### config.mk
export PLATFORM = sky130hd
export DESIGN_NAME = bcrypt_core_rx_flat
export DESIGN_NICKNAME = d
export VERILOG_FILES = /design/src/rtl/bcrypt_core_rx_pkg.sv /design/src/rtl/bcrypt_core_rx_if.sv /design/src/rtl/bcrypt_core_rx_byte_to_word.sv /design/src/rtl/bcrypt_core_rx.sv /design/src/flat_wrapper.sv
export SDC_FILE = /design/constraint.sdc
export NUM_CORES = 1
export LEC_CHECK = 0
export CAP_MARGIN = 20
export CORE_MARGIN = 1.5
export CORE_UTILIZATION = 45
export DETAILED_ROUTE_END_ITERATION = 7
export HOLD_SLACK_MARGIN = 0.12
export PLACE_DENSITY = 0.8
export SYNTH_ARGS = -nofsm -noshare
export SYNTH_HDL_FRONTEND = slang
export SYNTH_SLANG_ARGS = --single-unit
### constraint.sdc
create_clock -name CLK -period 2.8 [get_ports CLK]
set_input_delay 0.56 -clock CLK [delete_from_list [all_inputs] [get_ports CLK]]
set_output_delay 0.56 -clock CLK [all_outputs]
set_load 0.005 [all_outputs]
### src/rtl/bcrypt_core_rx_pkg.sv
// Shared definitions for the bcrypt core receive path: bus control
// encodings, default frame lengths, error-bit positions and FSM/route types.
// These values were previously in bcrypt.vh.
package bcrypt_core_rx_pkg;

  // Bus control encodings
  localparam logic [1:0] CTRL_IDLE       = 2'b00;
  localparam logic [1:0] CTRL_INIT_START = 2'b01;
  localparam logic [1:0] CTRL_DATA_START = 2'b10;
  localparam logic [1:0] CTRL_END        = 2'b11;

  // Frame lengths (words)
  localparam int unsigned DEF_INIT_PN_WORDS = 30;
  localparam int unsigned DEF_S_WORDS       = 1024;
  localparam int unsigned DEF_DATA_WORDS    = 31;

  // Sticky error flag positions
  localparam int unsigned ERR_FRAME = 0;  // bad END placement / missing END
  localparam int unsigned ERR_START = 1;  // START seen mid-frame
  localparam int unsigned ERR_BUSY  = 2;  // DATA_START while PD still busy

  typedef enum logic [1:0] {
    ST_IDLE,
    ST_INIT_RX,
    ST_DATA_RX,
    ST_ERROR
  } rx_state_t;

  typedef enum logic [1:0] {
    DEST_PN,
    DEST_S,
    DEST_PD
  } wr_dest_t;

  function automatic logic is_start(input logic [1:0] c);
    return (c == CTRL_INIT_START) || (c == CTRL_DATA_START);
  endfunction

endpackage

### src/rtl/bcrypt_core_rx_if.sv
// Data-batch bus from the bcrypt data transmitter: one byte plus 2-bit
// control per cycle.
//   din  : data byte
//   ctrl : CTRL_INIT_START / CTRL_DATA_START / CTRL_END / CTRL_IDLE
interface bcrypt_core_rx_if;
  logic [7:0] din;
  logic [1:0] ctrl;

  modport master (output din, output ctrl);
  modport slave  (input  din, input  ctrl);
endinterface

### src/rtl/bcrypt_core_rx_byte_to_word.sv
// Byte-to-word deserializer. Collects four little-endian bytes (byte 0 in
// bits 7:0) and presents the assembled word with a registered 1-cycle valid.
//   clk_i, rst_ni : clock, async active-low reset
//   clr_i         : force byte counter back to 0
//   en_i          : din_i carries a byte this cycle
//   keep_i        : allow the strobe for a word completing this cycle
//   din_i         : data byte
//   byte_cnt_o    : index of the byte expected this cycle
//   word_o        : last completed word (registered)
//   word_valid_o  : 1-cycle strobe, one cycle after the 4th byte
module bcrypt_byte_to_word (
  input  logic        clk_i,
  input  logic        rst_ni,
  input  logic        clr_i,
  input  logic        en_i,
  input  logic        keep_i,
  input  logic [7:0]  din_i,
  output logic [1:0]  byte_cnt_o,
  output logic [31:0] word_o,
  output logic        word_valid_o
);

  logic [1:0]  byte_cnt_q;
  logic [31:0] shift_q;
  logic [31:0] word_q;
  logic        valid_q;

  always_ff @(posedge clk_i or negedge rst_ni) begin
    if (!rst_ni) begin
      byte_cnt_q <= '0;
      shift_q    <= '0;
      word_q     <= '0;
      valid_q    <= 1'b0;
    end else begin
      valid_q <= 1'b0;
      if (clr_i) begin
        byte_cnt_q <= '0;
      end else if (en_i) begin
        byte_cnt_q <= byte_cnt_q + 2'd1;
        // Bytes enter at the top and move down, so byte 0 ends in 7:0
        shift_q    <= {din_i, shift_q[31:8]};
        if (byte_cnt_q == 2'd3 && keep_i) begin
          word_q  <= {din_i, shift_q[31:8]};
          valid_q <= 1'b1;
        end
      end
    end
  end

  assign byte_cnt_o   = byte_cnt_q;
  assign word_o       = word_q;
  assign word_valid_o = valid_q;

endmodule

### src/rtl/bcrypt_core_rx.sv
// Receive end of the data-batch bus for one bcrypt core. Deserializes the
// byte stream into 32-bit words and steers init frames to PN then S memory,
// data frames to PD memory; reports completion and sticky protocol errors.
//   CLK, rst_n          : clock, async active-low reset
//   bus (slave)         : din[7:0], ctrl[1:0]
//   pd_busy             : core still reading PD; sampled at DATA_START only
//   pn_wr_en/pn_addr    : PN memory write port (0..29)
//   s_wr_en/s_addr      : S memory write port
//   pd_wr_en/pd_addr    : PD memory write port (0..30)
//   wr_data             : word shared by all write ports
//   init_done/data_done : 1-cycle pulse with the final write of a good frame
//   rx_busy             : frame in progress
//   error               : sticky flags, see ERR_* in the package
module bcrypt_core_rx
  import bcrypt_core_rx_pkg::*;
#(
  parameter int unsigned INIT_PN_WORDS = DEF_INIT_PN_WORDS,
  parameter int unsigned S_WORDS       = DEF_S_WORDS,
  parameter int unsigned DATA_WORDS    = DEF_DATA_WORDS
) (
  input  logic                CLK,
  input  logic                rst_n,
  bcrypt_core_rx_if.slave     bus,
  input  logic                pd_busy,
  output logic                pn_wr_en,
  output logic [4:0]          pn_addr,
  output logic                s_wr_en,
  output logic [9:0]          s_addr,
  output logic                pd_wr_en,
  output logic [4:0]          pd_addr,
  output logic [31:0]         wr_data,
  output logic                init_done,
  output logic                data_done,
  output logic                rx_busy,
  output logic [2:0]          error
);

  localparam logic [10:0] INIT_LAST = 11'(INIT_PN_WORDS + S_WORDS - 1);
  localparam logic [10:0] DATA_LAST = 11'(DATA_WORDS - 1);
  localparam logic [10:0] PN_SPAN   = 11'(INIT_PN_WORDS);

  rx_state_t   state_q;
  logic [10:0] word_cnt_q;
  wr_dest_t    dest_q;
  logic [4:0]  pn_addr_q;
  logic [9:0]  s_addr_q;
  logic [4:0]  pd_addr_q;
  logic        init_done_q;
  logic        data_done_q;
  logic        rx_busy_q;
  logic [2:0]  error_q;

  logic [1:0]  byte_cnt;
  logic [31:0] word_data;
  logic        word_valid;

  logic idle;
  logic in_frame;
  logic start_seen;
  logic end_seen;
  logic word_end;
  logic last_word;
  logic take_byte;
  logic frame_err;

  always_comb begin
    idle       = (state_q == ST_IDLE);
    in_frame   = (state_q == ST_INIT_RX) || (state_q == ST_DATA_RX);
    start_seen = is_start(bus.ctrl);
    end_seen   = (bus.ctrl == CTRL_END);
    word_end   = (byte_cnt == 2'd3);
    last_word  = (word_cnt_q == ((state_q == ST_INIT_RX) ? INIT_LAST : DATA_LAST));
    take_byte  = in_frame && !start_seen;
    // END must coincide exactly with byte 3 of the final word
    frame_err  = take_byte && (end_seen != (word_end && last_word));
  end

  // A word that completes in an erroring cycle is dropped via keep_i
  bcrypt_byte_to_word u_b2w (
    .clk_i        (CLK),
    .rst_ni       (rst_n),
    .clr_i        (idle),
    .en_i         (take_byte),
    .keep_i       (!frame_err),
    .din_i        (bus.din),
    .byte_cnt_o   (byte_cnt),
    .word_o       (word_data),
    .word_valid_o (word_valid)
  );

  always_ff @(posedge CLK or negedge rst_n) begin
    if (!rst_n) begin
      state_q     <= ST_IDLE;
      word_cnt_q  <= '0;
      dest_q      <= DEST_PN;
      pn_addr_q   <= '0;
      s_addr_q    <= '0;
      pd_addr_q   <= '0;
      init_done_q <= 1'b0;
      data_done_q <= 1'b0;
      rx_busy_q   <= 1'b0;
      error_q     <= '0;
    end else begin
      init_done_q <= 1'b0;
      data_done_q <= 1'b0;
      case (state_q)
        ST_IDLE: begin
          word_cnt_q <= '0;
          case (bus.ctrl)
            CTRL_INIT_START: begin
              state_q   <= ST_INIT_RX;
              rx_busy_q <= 1'b1;
            end
            CTRL_DATA_START: begin
              if (pd_busy) begin
                error_q[ERR_BUSY] <= 1'b1;
                state_q           <= ST_ERROR;
              end else begin
                state_q   <= ST_DATA_RX;
                rx_busy_q <= 1'b1;
              end
            end
            CTRL_END: begin
              error_q[ERR_FRAME] <= 1'b1;
              state_q            <= ST_ERROR;
            end
            default: ;
          endcase
        end

        ST_INIT_RX, ST_DATA_RX: begin
          if (start_seen) begin
            error_q[ERR_START] <= 1'b1;
            state_q            <= ST_ERROR;
            rx_busy_q          <= 1'b0;
          end else if (frame_err) begin
            error_q[ERR_FRAME] <= 1'b1;
            state_q            <= ST_ERROR;
            rx_busy_q          <= 1'b0;
          end else if (word_end) begin
            word_cnt_q <= word_cnt_q + 11'd1;
            if (state_q == ST_DATA_RX) begin
              dest_q    <= DEST_PD;
              pd_addr_q <= word_cnt_q[4:0];
            end else if (word_cnt_q < PN_SPAN) begin
              dest_q    <= DEST_PN;
              pn_addr_q <= word_cnt_q[4:0];
            end else begin
              dest_q   <= DEST_S;
              s_addr_q <= 10'(word_cnt_q - PN_SPAN);
            end
            if (last_word) begin
              init_done_q <= (state_q == ST_INIT_RX);
              data_done_q <= (state_q == ST_DATA_RX);
              rx_busy_q   <= 1'b0;
              state_q     <= ST_IDLE;
            end
          end
        end

        ST_ERROR: ;

        default: state_q <= ST_ERROR;
      endcase
    end
  end

  assign pn_wr_en  = word_valid && (dest_q == DEST_PN);
  assign s_wr_en   = word_valid && (dest_q == DEST_S);
  assign pd_wr_en  = word_valid && (dest_q == DEST_PD);
  assign pn_addr   = pn_addr_q;
  assign s_addr    = s_addr_q;
  assign pd_addr   = pd_addr_q;
  assign wr_data   = word_data;
  assign init_done = init_done_q;
  assign data_done = data_done_q;
  assign rx_busy   = rx_busy_q;
  assign error     = error_q;

endmodule

### src/flat_wrapper.sv
// flat-port wrapper written by rule: the top's interface ports become plain ports
module bcrypt_core_rx_flat import bcrypt_core_rx_pkg::*;
#(
  parameter int unsigned INIT_PN_WORDS = DEF_INIT_PN_WORDS,
  parameter int unsigned S_WORDS       = DEF_S_WORDS,
  parameter int unsigned DATA_WORDS    = DEF_DATA_WORDS
)
  (CLK, rst_n, pd_busy, pn_wr_en, pn_addr, s_wr_en, s_addr, pd_wr_en, pd_addr, wr_data, init_done, data_done, rx_busy, error, bus_din, bus_ctrl);
  bcrypt_core_rx_if bus_i ();
  input  logic CLK;
  input  logic rst_n;
  input  logic pd_busy;
  output logic pn_wr_en;
  output logic [4:0] pn_addr;
  output logic s_wr_en;
  output logic [9:0] s_addr;
  output logic pd_wr_en;
  output logic [4:0] pd_addr;
  output logic [31:0] wr_data;
  output logic init_done;
  output logic data_done;
  output logic rx_busy;
  output logic [2:0] error;
  input wire logic [$bits(bus_i.din)-1:0] bus_din;
  input wire logic [$bits(bus_i.ctrl)-1:0] bus_ctrl;
  assign bus_i.din = bus_din;
  assign bus_i.ctrl = bus_ctrl;
  bcrypt_core_rx #(.INIT_PN_WORDS(INIT_PN_WORDS), .S_WORDS(S_WORDS), .DATA_WORDS(DATA_WORDS)) u_core (.CLK(CLK), .rst_n(rst_n), .bus(bus_i), .pd_busy(pd_busy), .pn_wr_en(pn_wr_en), .pn_addr(pn_addr), .s_wr_en(s_wr_en), .s_addr(s_addr), .pd_wr_en(pd_wr_en), .pd_addr(pd_addr), .wr_data(wr_data), .init_done(init_done), .data_done(data_done), .rx_busy(rx_busy), .error(error));
endmodule
==> impl_metrics.yaml <==
run_status:
  status: "finished clean"
route:
  viasPerCell: 5.17
  drcViolationCount: 0
  wl_per_cell_um: 15.3
  drt_iter0_drc: 108
  num_vias: 2839
  antenna_left: 0
  routed_wl_um: 8390
  dr.pass1.iters: 5
clock_tree:
  cts_hold_buffers: 0
  cts_root_buf: "clkbuf_8"
  ctsHtreeMaxLevel: 3
  cts_tree: "yes"
  clock_sinks: 100
  cts.path.max_buffers: 2
  ctsResizeCount: 0
  clk_transition_reported_paths_ns: 0.10
  cts_setup_buffers: 0
  clk_latency_ns: 0.36
  numCtsBuffers: 9
worst_setup_path:
  cp_max_fo: 7
  critPathBufInv: 2
  path_class: "flip-flop to flip-flop"
  worstSetupStartpointType: "flip-flop"
  path_cells: "ha_1, or4b_4, a211oi_4, mux2i_2, buf_12, nor3_4, buf_4, mux2_2"
  critPathArrivalTime_ns: 2.87
  crit_path_end_kind: "flip-flop"
  max_stage_delay_ns: 0.58
  cp_top_family: "simple AND/OR/NAND/NOR gates"
  slowest_stage: "or4b_4"
  crit_required_ns: 3.05
logic_synthesis:
  ys.flop_type: "dfrtp_1"
  synth_largest_area_cell: "dfrtp_1"
  yosys_warnings: 0
  avgSynthCellArea_um2: 13.3
  ys_ff_latch: 100
  syn_area_mm2: 0.00435
  synth_cells: 327
  ys_seq_area_frac: 0.576
  synthDistinctLibCells: 45
  syn-num-nets: 350
  synth_edf_count: 0
  yosys-top-cells-area: "dfrtp_1, mux2_2, ha_1"
  synth_top_cell_area_share: 0.576
  async_flop_share: 1.00
finish:
  fill_cells: 769
  fin_nets: 439
  final_core_util: 0.601
  drive_above_1_share: 0.290
  finalNonFillerCells: 549
  seqCellArea_mm2: 0.00250
  areaGrowthSynthToFinish_pct: 28.4
  diodes: 0
  multi_input_area_mm2: 0.00175
floorplanning:
  dieWidth_um: 101
  fp-row-count: 35
  start_util: 0.468
  die_y_um: 101
  io_pins: 74
  dieArea_mm2: 0.0103
  core-area_mm2: 0.00928
run:
  max_cap_violations: 0
sta:
  finalMaxSlewViolations: 0
  fmax_mhz: 382
  rsz0062_at_grt: "no"
  setup_viol: 0
  hold_viol_final: 0
  worst_pin_slew_ns: 0.597
  clock_skew_ns: 0.0180
  slew_headroom: 0.602
  post-route-min-period_ns: 2.62
  layout_worst_path_cycle_share: 0.935
global_routing:
  grt_pass1_vias: 2875
  track_usage: 0.176
  grt.overflow.total: 0
  grt_max_degree: 62
  grt_pass1_wl_um: 14100
  antenna_found_initial: 0
place:
  place.gp.congestion: 0.848
  port_buffers: 73
  placed_cells: 534
  hpwlAfterDp_um: 6050
power_and_ir_drop:
  leakage_uw: 0.00258
  p_total_uw: 4550
  vdd_drop_max_v: 0.000427
  powerDensity_mw_per_mm2: 816
min_path:
  hold_path_class: "primary input to asynchronous set/reset pin"
-- sequential cells by signal (all words and copies together), names as in the netlist --
| signal | flops |
|---|---|
| u_core.rx_busy | 1 |
| u_core.pd_addr | 5 |
| u_core.data_done | 1 |
| u_core.pn_addr | 5 |
| u_core.u_b2w.word_valid_o | 1 |
| u_core.dest_q | 2 |
| u_core.error | 3 |
| u_core.word_cnt_q | 11 |
| u_core.u_b2w.word_o | 32 |
| u_core.u_b2w.byte_cnt_o | 2 |
| u_core.u_b2w.shift_q | 24 |
| u_core.s_addr | 10 |
| u_core.init_done | 1 |
| u_core.state_q | 2 |
-- layout make-up --
cell class,instances,share of cell area
Clock buffer,9,0.0222
Clock inverter,6,0.0128
Multi-Input combinational cell,202,0.313
Inverter,8,0.00538
Tap cell,129,0.0289
Sequential cell,100,0.448
Timing Repair Buffer,95,0.169
-- final timing paths --
path                            slack [ns]  cells past startpoint                          start                                  to
max in group asynchronous             1.94                      2                          rst_n  u_core.u_b2w.word_o[7]$_DFFE_PN0P_
worst min register to register        0.48                      1    u_core.error[1]$_DFFE_PN0P_         u_core.error[1]$_DFFE_PN0P_
worst max-delay path                  0.18                      8  u_core.state_q[0]$_DFFE_PN0P_        u_core.s_addr[8]$_DFFE_PN0P_
worst min-delay path                  0.17                      1                          rst_n        u_core.s_addr[9]$_DFFE_PN0P_
min in group CLK                      0.48                      1    u_core.error[1]$_DFFE_PN0P_         u_core.error[1]$_DFFE_PN0P_
worst max register to register        0.18                      8  u_core.state_q[0]$_DFFE_PN0P_        u_core.s_addr[8]$_DFFE_PN0P_
-- worst reg2reg max path, stage by stage (launching register included) --
cell	delay, ns
dfrtp_1	0.43
ha_1	0.25
or4b_4	0.58
a211oi_4	0.28
mux2i_2	0.12
buf_12	0.16
nor3_4	0.20
buf_4	0.18
mux2_2	0.33
-- report_power, final --
group          switching, uW  leakage, uW  internal (uW)  total (uW)
sequential               247      0.00130           1870        2110
clock                    507    0.0000980            420         927
combinational            598      0.00118            915        1510
-- cells in the mapped netlist, types with 3 or more instances --
library cell / count
o21ai_0: 7
a21oi_1: 10
dfrtp_1: 100
clkbuf_1: 12
nand3_1: 7
nor3_1: 4
xnor2_1: 4
mux2i_1: 6
xor2_1: 7
o31ai_1: 3
buf_4: 3
inv_1: 8
nand2_1: 22
mux2_2: 74
nor2_1: 3
nand4_1: 4
and3_1: 6
or3_1: 4
ha_1: 10
-- cell families (layout without fill, tap and decap cells) --
| family | count (synthesis) | count (layout) | synth area share |
|---|---|---|---|
| buf+inv | 25 | 118 | 0.0248 |
| mux | 81 | 81 | 0.208 |
| xor+xnor | 11 | 11 | 0.0222 |
| simple gates | 71 | 71 | 0.0959 |
| flops | 100 | 100 | 0.576 |
| fa+ha+maj | 10 | 10 | 0.0288 |
| compound gates | 29 | 29 | 0.0443 |
-- per-stage QoR --
stage	hold WS, ns	TNS, ns	instance area (um2)	setup slack, ns
finish	0.170	0	5580	0.181
global placement	0.453	-0.237	5380	-0.0470
CTS	0.174	0	5580	0.0751
detailed placement	0.450	-1.09	5380	-0.0848
global route	0.195	0	5580	0.0437
floorplan	0.264	0	4350	0.0461
-- cells in the final DEF (no fill, tap or decap), drive strengths merged, types with 3 or more instances in the layout --
master / instances
o21ai: 7
a21oi: 10
nor3: 5
o31ai: 3
dfrtp: 100
nand2: 22
clkbuf: 9
xnor2: 4
xor2: 7
inv: 11
nor2: 4
mux2i: 6
clkdlybuf4s50: 72
nor3b: 3
nand4: 4
buf: 23
or3: 5
mux2: 75
and3: 6
nand3: 7
ha: 10
-- metal layers --
metal	vias to the layer above	part of all wire	global-route usage
met1	1421	0.43	0.225
met5	-	0	0
met4	0	0.016	0.0737
met2	75	0.51	0.299
li1	1333	-	-
met3	10	0.043	0.0276
Power figures use the tool's default switching activity.
==> edit (same flow settings) <==
Register the input `pd_busy` before use. The logic sees it one clock later. The other inputs are not delayed to match.
--- a/src/rtl/bcrypt_core_rx.sv
+++ b/src/rtl/bcrypt_core_rx.sv
@@ -38,6 +38,12 @@
   localparam logic [10:0] INIT_LAST = 11'(INIT_PN_WORDS + S_WORDS - 1);
   localparam logic [10:0] DATA_LAST = 11'(DATA_WORDS - 1);
   localparam logic [10:0] PN_SPAN   = 11'(INIT_PN_WORDS);
+
+  logic pd_busy_q;
+
+  always_ff @(posedge CLK) begin
+    pd_busy_q <= pd_busy;
+  end
 
   rx_state_t   state_q;
   logic [10:0] word_cnt_q;
@@ -112,7 +118,7 @@
               rx_busy_q <= 1'b1;
             end
             CTRL_DATA_START: begin
-              if (pd_busy) begin
+              if (pd_busy_q) begin
                 error_q[ERR_BUSY] <= 1'b1;
                 state_q           <= ST_ERROR;
               end else begin
Formal check against the unedited RTL: not equivalent (Yosys sat finds a counterexample within 4 cycles, from zero or initial values and one cycle with rst_n low).
==> edit against the original RTL <==
  * Wire length rose by 4.4%
  * Synthesized area rose by 2.4%
  * Highest routed layer unchanged
  * Power rose by 1.2%
  * Worst setup slack got worse by 130 ps
  * Clock skew fell by 4.8 ps
  * Final area rose by 2.8%
  * Largest power group unchanged
  * Sequential cell count rose by 1
==> edit: results (changes against the original RTL) <==
- The share of the synthesized netlist area taken by xor and xnor gates is 0.0177 (was 0.0222).
- The HPWL after detailed placement is 5880 um (was 6050 um).
- The vias per cell is 5.18 (was 5.17).
- The count of TritonRoute iterations in the first routing pass is 4 (was 5).
- The total length of routed wires is 8750 um (was 8390 um).
- The static power due to leakage was 2.64 nW (was 2.58 nW).
- The mux contribution to synthesized area is 0.222 (was 0.208).
- Commonest cells post-synth: sky130_fd_sc_hd__dfrtp_1 (100), sky130_fd_sc_hd__mux2_2 (29), sky130_fd_sc_hd__mux2_4 (27) (was sky130_fd_sc_hd__dfrtp_1 (100), sky130_fd_sc_hd__mux2_2 (74), sky130_fd_sc_hd__nand2_1 (22)).
- The critical register-to-register path endpoint is u_core.u_b2w.word_o[11] (was u_core.s_addr[8]).
- The slew at the pin closest to its max-slew limit came to 613 ps (was 597 ps).
- The slack of the worst reg-to-reg path is 50 ps (was 180 ps).
- The data arrival time at the worst-slack endpoint came to 3010 ps (was 2870 ps).
- The share of layout cells above drive strength 1 is 0.262 (was 0.290).
- The routed length per placed instance is 15.6 um (was 15.3 um).
- The aggregate global-route resource usage is 0.169 (was 0.176).
- The adder-cell share of the synthesized area is 0.0281 (was 0.0288).
- The post-synthesis async set-or-reset flop share came to 0.990 (was 1.00).
- The routability-driven placement congestion ratio is 0.821 (was 0.848).
- The number of distinct library cells after synthesis is 47 (was 45).
- The highest ir drop seen on vdd was 0.560 mV (was 0.427 mV).
- The highest fanout seen on the critical path is 8 (was 7).
- The total of fill cells in the finished design came to 788 (was 769).
- The largest net degree at the start of global routing came to 50 (was 62).
- The library cell used as clock root buffer is sky130_fd_sc_hd__clkbuf_8 (unchanged).
- Largest cells by area after synthesis: sky130_fd_sc_hd__dfrtp_1 (56%), sky130_fd_sc_hd__mux2_4 (9.1%), sky130_fd_sc_hd__mux2_2 (7.3%), sky130_fd_sc_hd__mux2_1 (4.8%), sky130_fd_sc_hd__ha_1 (2.8%) (was sky130_fd_sc_hd__dfrtp_1 (58%), sky130_fd_sc_hd__mux2_2 (19%), sky130_fd_sc_hd__ha_1 (2.9%), sky130_fd_sc_hd__nand2_1 (1.9%), sky130_fd_sc_hd__xor2_1 (1.4%)).
- The mean instance size in the synthesized netlist came to 13.8 um^2 (was 13.3 um^2).
- The share of the yosys chip area belonging to registers is 0.567 (was 0.576).
- The share of the synthesized area in compound gates (AO/OA/AOI/OAI) is 0.0548 (was 0.0443).
- Outcome: finished, final reports clean (unchanged).
- The CTS H-tree depth is 3 (unchanged).
- The count of cells along the worst register-to-register path is 10 (was 8).
- The largest clock skew in the final design was 13.1 ps (was 18.0 ps).
- The number of global-route vias before repair is 2900 (was 2875).
- The beginning of the worst register-to-register path is u_core.state_q[1] (was u_core.state_q[0]).
- The highest cell delay on the worst timing path is 560 ps (was 580 ps).
- The number of nets produced by synthesis is 346 (was 350).
- The number of placed cells counting well taps is 537 (was 534).
- The wire length of the first global-routing pass is 13700 um (was 14100 um).
edit: cell families after synthesis:
logic type | count (synthesis)
AO/OA/AOI/OAI | 36
XOR/XNOR | 9
adder cells (fa/ha/maj) | 10
buffers and inverters | 29
flip-flops | 101
multiplexers | 78
AND/OR/NAND/NOR | 60
edit: area by class of cell:
type / instances / area, um^2 / area share
tap: 133 / 166 / 0.0290
clock buffer: 10 / 128 / 0.0223
timing repair buffer: 105 / 1040 / 0.181
inverter: 12 / 45.0 / 0.00786
sequential: 101 / 2520 / 0.440
multi-input combinational: 193 / 1790 / 0.311
clock inverter: 6 / 51.3 / 0.00895
edit: worst max-delay path by stage:
stage | startpoint | end | slack, ps
after detailed placement | bus_ctrl[0] | u_core.s_addr[0] | -100
after global routing | u_core.state_q[1] | u_core.u_b2w.word_o[11] | -30
after floorplan | u_core.state_q[1] | u_core.s_addr[0] | 30
after CTS | u_core.state_q[0] | u_core.pn_addr[2] | 40
final | u_core.state_q[1] | u_core.u_b2w.word_o[11] | 50
after global placement | bus_ctrl[0] | u_core.s_addr[0] | -60
edit: worst max-delay path: cells and delay by family (launching register included):
family                   cells  cell delay, ps
AND/OR/NAND/NOR              2             670
adder cells (fa/ha/maj)      1             190
buffers and inverters        4             520
AO/OA/AOI/OAI                1             360
multiplexers                 2             530
flip-flops                   1             360
edit: layer usage:
| metal | track usage | routed length (um) | up-vias |
|---|---|---|---|
| met4 | 0.0695 | 195 | 0 |
| met3 | 0.0534 | 526 | 21 |
| met1 | 0.216 | 3830 | 1453 |
| met5 | 0 | 0 | - |
| li1 | - | - | 1346 |
| met2 | 0.269 | 4200 | 83 |
edit: per-stage QoR:
step                      TNS (ps)  hold slack (ps)  worst slack [ps]  area, um^2
after CTS                        0              213              43.5        5640
after detailed placement     -2850              475              -105        5450
final                            0              195              47.2        5730
after floorplan                  0              264              29.2        4450
after global placement        -713              453             -55.7        5450
after global routing         -96.6              239             -34.5        5730
edit: power groups by stage:
stage	Combinational, mW	Clock (mW)	Sequential [mW]
6_report	1.61	0.866	2.13
5_1_grt	1.74	0.945	2.19
4_1_cts	1.59	0.895	2.13
3_5_place_dp	1.58	0	2.15
3_3_place_gp	1.54	0	2.13
2_1_floorplan	0.911	0	2.11
edit: timing repair:
item | in CTS | in global routing
setup endpoints to repair | 16 | 18
resized for setup | 0 | 4
cloned | 0 | 2
buffers inserted | 1 | 4
pin swaps | 1 | 2
